==> config.mk <==
export PLATFORM = sky130hd
export DESIGN_NAME = alu_mc
export DESIGN_NICKNAME = d
export VERILOG_FILES = /design/src/rtl/alu_pkg.sv /design/src/rtl/alu_seq_div.sv /design/src/rtl/alu_mc.sv
export SDC_FILE = /design/constraint.sdc
export NUM_CORES = 2
export LEC_CHECK = 0
export CORE_MARGIN = 4
export CORE_UTILIZATION = 40
export CTS_CLUSTER_DIAMETER = 80
export DETAILED_ROUTE_END_ITERATION = 10
export PLACE_DENSITY_LB_ADDON = 0.25
export SLEW_MARGIN = 15
export SYNTH_ARGS = -nofsm -noshare
export SYNTH_HDL_FRONTEND = slang
export SYNTH_HIERARCHICAL = 1
export SYNTH_SLANG_ARGS = --single-unit
==> constraint.sdc <==
create_clock -name clk -period 9.5 [get_ports clk]
set_clock_uncertainty 0.05 [all_clocks]
set_input_delay 1.9 -clock clk [delete_from_list [all_inputs] [get_ports clk]]
set_output_delay 1.9 -clock clk [all_outputs]
set_load 0.005 [all_outputs]
==> src/rtl/alu_pkg.sv <==
// Shared op codes, FSM state encoding and helpers for the multi-cycle execute ALU.
package alu_pkg;

   localparam int unsigned OPW = 4;

   localparam logic [OPW-1:0] OP_AND  = 4'd0;
   localparam logic [OPW-1:0] OP_OR   = 4'd1;
   localparam logic [OPW-1:0] OP_ADD  = 4'd2;
   localparam logic [OPW-1:0] OP_SUB  = 4'd3;
   localparam logic [OPW-1:0] OP_SLT  = 4'd4;
   localparam logic [OPW-1:0] OP_XOR  = 4'd5;
   localparam logic [OPW-1:0] OP_ADDI = 4'd6;
   localparam logic [OPW-1:0] OP_SLTU = 4'd7;
   localparam logic [OPW-1:0] OP_SLL  = 4'd8;
   localparam logic [OPW-1:0] OP_SRL  = 4'd9;
   localparam logic [OPW-1:0] OP_SRA  = 4'd10;
   localparam logic [OPW-1:0] OP_MUL  = 4'd11;
   localparam logic [OPW-1:0] OP_DIV  = 4'd12;
   localparam logic [OPW-1:0] OP_DIVU = 4'd13;
   localparam logic [OPW-1:0] OP_REM  = 4'd14;
   localparam logic [OPW-1:0] OP_REMU = 4'd15;

   typedef enum logic [1:0] {
      ST_IDLE = 2'd0,
      ST_MUL  = 2'd1,
      ST_DIV  = 2'd2,
      ST_DONE = 2'd3
   } state_e;

   function automatic logic is_multicycle(input logic [OPW-1:0] op);
      return op >= OP_MUL;
   endfunction

   // REM/REMU select the remainder rather than the quotient
   function automatic logic is_rem(input logic [OPW-1:0] op);
      return (op == OP_REM) || (op == OP_REMU);
   endfunction

endpackage

==> src/rtl/alu_seq_div.sv <==
// Iterative unsigned restoring divider, one quotient bit per clock.
// The first bit is produced on the start edge so the result is final XLEN-1 edges later.
module alu_seq_div #(
   parameter int unsigned XLEN = 64
) (
   input  logic            clk,
   input  logic            rst,
   input  logic            start_i,
   input  logic [XLEN-1:0] dividend_i,
   input  logic [XLEN-1:0] divisor_i,
   output logic [XLEN-1:0] quotient_o,
   output logic [XLEN-1:0] remainder_o,
   output logic            done_o
);

   localparam int unsigned SHW = $clog2(XLEN);

   logic [XLEN-1:0] rem_q, rem_d, quo_q, quo_d, dvs_q, dvs_d;
   logic [SHW-1:0]  cnt_q, cnt_d;
   logic            done_q, done_d;

   logic [XLEN-1:0] src_rem, src_quo, src_dvs, rem_step, quo_step;
   logic [XLEN:0]   shifted, diff;
   logic            ge;

   // One restoring step; on start the operands feed the step directly
   always_comb begin
      src_rem  = start_i ? '0 : rem_q;
      src_quo  = start_i ? dividend_i : quo_q;
      src_dvs  = start_i ? divisor_i : dvs_q;
      shifted  = {src_rem, src_quo[XLEN-1]};
      diff     = shifted - {1'b0, src_dvs};
      ge       = ~diff[XLEN];
      rem_step = ge ? diff[XLEN-1:0] : shifted[XLEN-1:0];
      quo_step = {src_quo[XLEN-2:0], ge};
   end

   always_comb begin
      rem_d  = rem_q;
      quo_d  = quo_q;
      dvs_d  = dvs_q;
      cnt_d  = cnt_q;
      done_d = done_q;
      if (start_i) begin
         rem_d  = rem_step;
         quo_d  = quo_step;
         dvs_d  = divisor_i;
         cnt_d  = SHW'(XLEN - 1);
         done_d = 1'b0;
      end else if (cnt_q != '0) begin
         rem_d  = rem_step;
         quo_d  = quo_step;
         cnt_d  = cnt_q - SHW'(1);
         done_d = (cnt_q == SHW'(1));
      end
   end

   always_ff @(posedge clk) begin
      if (rst) begin
         rem_q  <= '0;
         quo_q  <= '0;
         dvs_q  <= '0;
         cnt_q  <= '0;
         done_q <= 1'b0;
      end else begin
         rem_q  <= rem_d;
         quo_q  <= quo_d;
         dvs_q  <= dvs_d;
         cnt_q  <= cnt_d;
         done_q <= done_d;
      end
   end

   assign quotient_o  = quo_q;
   assign remainder_o = rem_q;
   assign done_o      = done_q;

endmodule

==> src/rtl/alu_mc.sv <==
// Multi-cycle execute-stage ALU: single-cycle logic/arith/shift ops plus iterative
// MUL and DIV/REM, with valid/ready handshakes on both sides.
module alu_mc
   import alu_pkg::*;
#(
   parameter int unsigned XLEN = 64
) (
   input  logic            clk,
   input  logic            rst,
   input  logic            in_valid,
   output logic            in_ready,
   input  logic [3:0]      op,
   input  logic [XLEN-1:0] in1,
   input  logic [XLEN-1:0] in2,
   input  logic            flush,
   output logic            out_valid,
   input  logic            out_ready,
   output logic [XLEN-1:0] result,
   output logic            zero,
   output logic            busy
);

   localparam int unsigned SHW = $clog2(XLEN);
   localparam logic [XLEN-1:0] MIN_NEG = {1'b1, {(XLEN-1){1'b0}}};

   state_e          state_q, state_d;
   logic [SHW-1:0]  cnt_q, cnt_d;
   logic [XLEN-1:0] result_q, result_d;
   logic [XLEN-1:0] mcand_q, mcand_d, mplier_q, mplier_d, acc_q, acc_d;
   logic            zero_q, zero_d, qneg_q, qneg_d, rneg_q, rneg_d, rsel_q, rsel_d;

   logic [XLEN-1:0] alu_c, a_mag, b_mag, acc_nx, div_quo, div_rem;
   logic [SHW-1:0]  shamt;
   logic            signed_div, a_neg, b_neg, div_start, div_done;

   // Single-cycle datapath and divider operand magnitudes
   always_comb begin
      shamt      = in2[SHW-1:0];
      signed_div = (op == OP_DIV) || (op == OP_REM);
      a_neg      = signed_div & in1[XLEN-1];
      b_neg      = signed_div & in2[XLEN-1];
      a_mag      = a_neg ? -in1 : in1;
      b_mag      = b_neg ? -in2 : in2;
      alu_c      = '0;
      case (op)
         OP_AND:          alu_c = in1 & in2;
         OP_OR:           alu_c = in1 | in2;
         OP_ADD, OP_ADDI: alu_c = in1 + in2;
         OP_SUB:          alu_c = in1 - in2;
         OP_SLT:          alu_c = {{(XLEN-1){1'b0}}, $signed(in1) < $signed(in2)};
         OP_XOR:          alu_c = in1 ^ in2;
         OP_SLTU:         alu_c = {{(XLEN-1){1'b0}}, in1 < in2};
         OP_SLL:          alu_c = in1 << shamt;
         OP_SRL:          alu_c = in1 >> shamt;
         OP_SRA:          alu_c = $signed(in1) >>> shamt;
         default:         alu_c = '0;
      endcase
   end

   alu_seq_div #(.XLEN(XLEN)) u_div (
      .clk         (clk),
      .rst         (rst),
      .start_i     (div_start),
      .dividend_i  (a_mag),
      .divisor_i   (b_mag),
      .quotient_o  (div_quo),
      .remainder_o (div_rem),
      .done_o      (div_done)
   );

   always_comb begin
      state_d   = state_q;
      cnt_d     = cnt_q;
      result_d  = result_q;
      zero_d    = zero_q;
      mcand_d   = mcand_q;
      mplier_d  = mplier_q;
      acc_d     = acc_q;
      qneg_d    = qneg_q;
      rneg_d    = rneg_q;
      rsel_d    = rsel_q;
      div_start = 1'b0;
      acc_nx    = acc_q + (mplier_q[0] ? mcand_q : '0);

      if (flush) begin
         state_d = ST_IDLE;
      end else begin
         case (state_q)
            ST_IDLE: begin
               if (in_valid) begin
                  zero_d = (in1 == in2);
                  if (!is_multicycle(op)) begin
                     result_d = alu_c;
                     state_d  = ST_DONE;
                  end else if (op == OP_MUL) begin
                     mcand_d  = in1;
                     mplier_d = in2;
                     acc_d    = '0;
                     cnt_d    = SHW'(XLEN - 1);
                     state_d  = ST_MUL;
                  end else if (in2 == '0) begin
                     result_d = is_rem(op) ? in1 : '1;
                     state_d  = ST_DONE;
                  end else if (signed_div && (in1 == MIN_NEG) && (in2 == '1)) begin
                     result_d = is_rem(op) ? '0 : in1;
                     state_d  = ST_DONE;
                  end else begin
                     qneg_d    = a_neg ^ b_neg;
                     rneg_d    = a_neg;
                     rsel_d    = is_rem(op);
                     div_start = 1'b1;
                     cnt_d     = SHW'(XLEN - 1);
                     state_d   = ST_DIV;
                  end
               end
            end
            ST_MUL: begin
               acc_d    = acc_nx;
               mcand_d  = mcand_q << 1;
               mplier_d = mplier_q >> 1;
               if (cnt_q == '0) begin
                  result_d = acc_nx;
                  state_d  = ST_DONE;
               end else begin
                  cnt_d = cnt_q - SHW'(1);
               end
            end
            ST_DIV: begin
               if (cnt_q == '0) begin
                  if (div_done) begin
                     if (rsel_q) result_d = rneg_q ? -div_rem : div_rem;
                     else        result_d = qneg_q ? -div_quo : div_quo;
                     state_d = ST_DONE;
                  end
               end else begin
                  cnt_d = cnt_q - SHW'(1);
               end
            end
            ST_DONE: begin
               if (out_ready) state_d = ST_IDLE;
            end
            default: state_d = ST_IDLE;
         endcase
      end
   end

   always_ff @(posedge clk) begin
      if (rst) begin
         state_q  <= ST_IDLE;
         cnt_q    <= '0;
         result_q <= '0;
         zero_q   <= 1'b0;
         mcand_q  <= '0;
         mplier_q <= '0;
         acc_q    <= '0;
         qneg_q   <= 1'b0;
         rneg_q   <= 1'b0;
         rsel_q   <= 1'b0;
      end else begin
         state_q  <= state_d;
         cnt_q    <= cnt_d;
         result_q <= result_d;
         zero_q   <= zero_d;
         mcand_q  <= mcand_d;
         mplier_q <= mplier_d;
         acc_q    <= acc_d;
         qneg_q   <= qneg_d;
         rneg_q   <= rneg_d;
         rsel_q   <= rsel_d;
      end
   end

   assign in_ready  = (state_q == ST_IDLE);
   assign out_valid = (state_q == ST_DONE);
   assign busy      = (state_q == ST_MUL) || (state_q == ST_DIV);
   assign result    = result_q;
   assign zero      = zero_q;

endmodule

==> flow_summary.toml <==
[run_status]
status = "finished, violations left"
failed_checks = "max-capacitance violations"

[place]
gp_routability_congestion = 1.16
dp_slack_ns = 0.252
portBuffers = 204
dp_hpwl_mm = 287

[sta]
fin_crit_sh = 0.924
min_period_ns = 8.78
rsz0062_at_grt = "no"
slew_headroom = 0.0149
setup_tns_ns = 0
report.final.slew_viol_count = 0
setup_ws_ns = 0.724
fmax_mhz = 114
holdWs_ns = 0.411
setup_viol_count_final = 0
tightestPinTransition_ns = 1.46
hold_viol = 0

[routing]
viasPerCell = 7.05
wl_mm = 376
first_pass_iters = 7
wl_per_cell_um = 38.4
vias = 68962
antenna_left = 0
drc = 0
drtIter0Drc = 12671

[clock_network]
clkSlewWorstSetupHoldPaths_ns = 0.06
numCtsBuffers = 59
post_cts_buffers = 0
cts_hold_buf = 0
cts.sinks = 467
cts-root-buf = "clkbuf_16"
clkLatencyLatePin_ns = 0.74
cts_tree = "yes"
ctsHtreeMaxLevel = 2
post_cts_resized = 0
clk_path_buf_depth = 3

[synth]
yosys_register_bits = 467
async_flop_share = 0
ys.flop_type = "dfxtp_1"
synth-edff-count = 0
syn_avg_cell_area_um2 = 7.15
syn_nets = 8305
synth_cell_types = 114
yosys_warnings = 6
synth-seq-area-share = 0.167
syn_inst = 7810
synth.cell_area_mm2 = 0.0559

[global_route]
grt_pass1_wl_mm = 507
grt_pass1_vias = 61480
overflow = 0
antenna_found_initial = 62
grt_start_max_net_pins = 151
groute.usage.overall = 0.490

[worst_setup_path]
crit_path_end_kind = "flip-flop"
reg2reg_depth = 20
crit_path_start_kind = "input port"
cp.arrival_ns = 9.32
required_ns = 10.04
critPathKind = "input port to flip-flop"
crit_fanout = 17

[power_and_ir_drop]
peakVddDrop_mv = 0.234
total_power_mw = 12.1
p_leak_nw = 23.7
p_per_area_mw_per_mm2 = 191

[floorplan]
core-area_mm2 = 0.138
start_util = 0.404
fp-row-count = 136
boundaryPins = 205
die_height_um = 382
fp.dieArea_mm2 = 0.146
die_width_um = 382

[cells_and_area]
nets = 8318
drive_gt1_frac = 0.102
syn_to_final_growth_pct = 13.3
utilization = 0.458

[min_path]
hold_class = "flip-flop to flip-flop"
worstHoldPathCells = 2

[flow_run]
maxCapViolations = 1
==> final cells by class <==
class                      instances  area, um2
fill                           14155      74900
multi-input combinational       6437      43200
sequential                       467       9350
timing repair buffer             597       5200
tap                             1863       2330
clock buffer                      74       1630
inverter                         261        990
clock inverter                    35        528
antenna                           50        125
==> critical path, cell delays in order <==
cell and delay, ns:
clkdlybuf4s50_1 0.65, nor4_1 0.38, nand2_1 0.14, nand4b_2 0.32
or4_4 0.49, nor2_2 0.11, nand2_2 0.07, or3_1 0.40
or4_4 0.48, or2_1 0.25, or3_1 0.34, a21oi_1 0.18
mux2i_1 0.21, ha_1 0.29, fa_1 0.43, nand2b_1 0.18
a21o_1 0.18, a31o_1 0.24, a21oi_4 0.19, a21oi_2 0.12
o21ai_2 0.27, a31o_1 0.38, buf_4 0.24, xnor2_4 0.14
buf_4 0.28, nand2_1 0.18, o211ai_1 0.26
==> where the power goes <==
group	leakage, nW	switching [mW]	total (mW)	internal, mW
registers	3.79	0.286	2.44	2.16
logic	18.9	4.79	7.14	2.35
clock network	1.06	1.06	2.54	1.48
==> per-stage QoR <==
stage	instance area (um2)	cells
after floorplan	55900	7810
after global placement	60900	9619
after detailed placement	61000	9619
after CTS	63100	9728
after global routing	63200	9737
final	63300	9784
==> final timing paths <==
check                           from                                 end  slack, ns
max reg2reg  state_q[0]$_SDFFE_PP0P_  u_div/remainder_o[60]$_SDFFE_PP0P_       3.63
max                          in1[16]  u_div/remainder_o[41]$_SDFFE_PP0P_       0.72
min reg2reg   result[0]$_SDFFE_PP0P_              result[0]$_SDFFE_PP0P_       0.41
min           result[0]$_SDFFE_PP0P_              result[0]$_SDFFE_PP0P_       0.41
==> flip-flops by register name, summed over array words and instances, names as in the netlist <==
signal,cells
zero,1
u_div/done_o,1
qneg_q,1
u_div/cnt_q,6
u_div/quotient_o,64
u_div/remainder_o,64
cnt_q,6
mcand_q,64
u_div/dvs_q,64
result,64
rneg_q,1
rsel_q,1
mplier_q,64
state_q,2
acc_q,64
==> synth_stat cells, types with 31 or more instances <==
cell type | instances | area [um2]
a22oi_1 | 34 | 255
a211oi_1 | 237 | 1780
a221oi_1 | 60 | 526
nor3_1 | 142 | 711
clkbuf_1 | 520 | 1950
o211ai_1 | 100 | 751
buf_1 | 75 | 282
o21ai_0 | 426 | 2130
nor4_1 | 94 | 588
nand2_1 | 764 | 2870
o21a_1 | 35 | 263
mux4_2 | 94 | 2120
nor2b_1 | 101 | 632
mux2_2 | 58 | 653
o21bai_1 | 71 | 533
or4_1 | 35 | 263
a311oi_1 | 55 | 482
a21o_1 | 83 | 623
nand4_1 | 93 | 582
mux2i_1 | 322 | 3220
a31oi_1 | 73 | 457
o221ai_1 | 57 | 499
nor2_1 | 977 | 3670
o31ai_1 | 97 | 728
nand3_1 | 153 | 766
a21oi_1 | 789 | 3950
or3_1 | 59 | 369
a221o_1 | 31 | 310
xor2_1 | 116 | 1020
and2_1 | 88 | 551
dfxtp_1 | 467 | 9350
buf_2 | 34 | 170
and3_1 | 38 | 238
nand2b_1 | 48 | 300
o22ai_1 | 64 | 400
ha_1 | 354 | 4430
o41ai_1 | 33 | 289
inv_1 | 257 | 965
xnor2_1 | 267 | 2340
==> kinds of logic (layout without fill, tap and decap cells) <==
family | after synthesis | in the layout | share of synthesized area
adder cells (fa/ha/maj) | 360 | 360 | 0.0811
AND/OR/NAND/NOR | 2710 | 2710 | 0.225
other | 0 | 50 | 0
XOR/XNOR | 385 | 385 | 0.0608
flip-flops | 467 | 467 | 0.167
buffers and inverters | 906 | 967 | 0.0635
multiplexers | 474 | 474 | 0.107
AO/OA/AOI/OAI | 2508 | 2508 | 0.295
==> layer usage <==
metal | wire length [um] | share of wire | vias to the layer above | global-route usage
met1 | 142000 | 0.38 | 33107 | 0.610
met2 | 144000 | 0.38 | 5721 | 0.654
met4 | 35100 | 0.093 | 20 | 0.372
met3 | 54500 | 0.15 | 1344 | 0.219
li1 | - | - | 28770 | -
met5 | 213 | 0.00057 | - | 0
==> placed cells by master, fill, tap and decap left out, types with 55 or more instances in the layout <==
master / n
nor2_1: 972
a21oi_1: 788
nand2_1: 762
dfxtp_1: 464
o21ai_0: 418
buf_4: 378
ha_1: 351
mux2i_1: 322
xnor2_1: 266
inv_1: 253
a211oi_1: 236
clkdlybuf4s50_1: 197
nand3_1: 153
nor3_1: 137
xor2_1: 116
nor2b_1: 100
o211ai_1: 100
o31ai_1: 96
mux4_2: 94
nand4_1: 93
nor4_1: 90
and2_1: 88
a21o_1: 83
a31oi_1: 73
o21bai_1: 71
o22ai_1: 64
a221oi_1: 59
clkbuf_16: 59
or3_1: 58
mux2_2: 58
o221ai_1: 56
a311oi_1: 55
No activity file was read; power rests on OpenSTA's default activity.
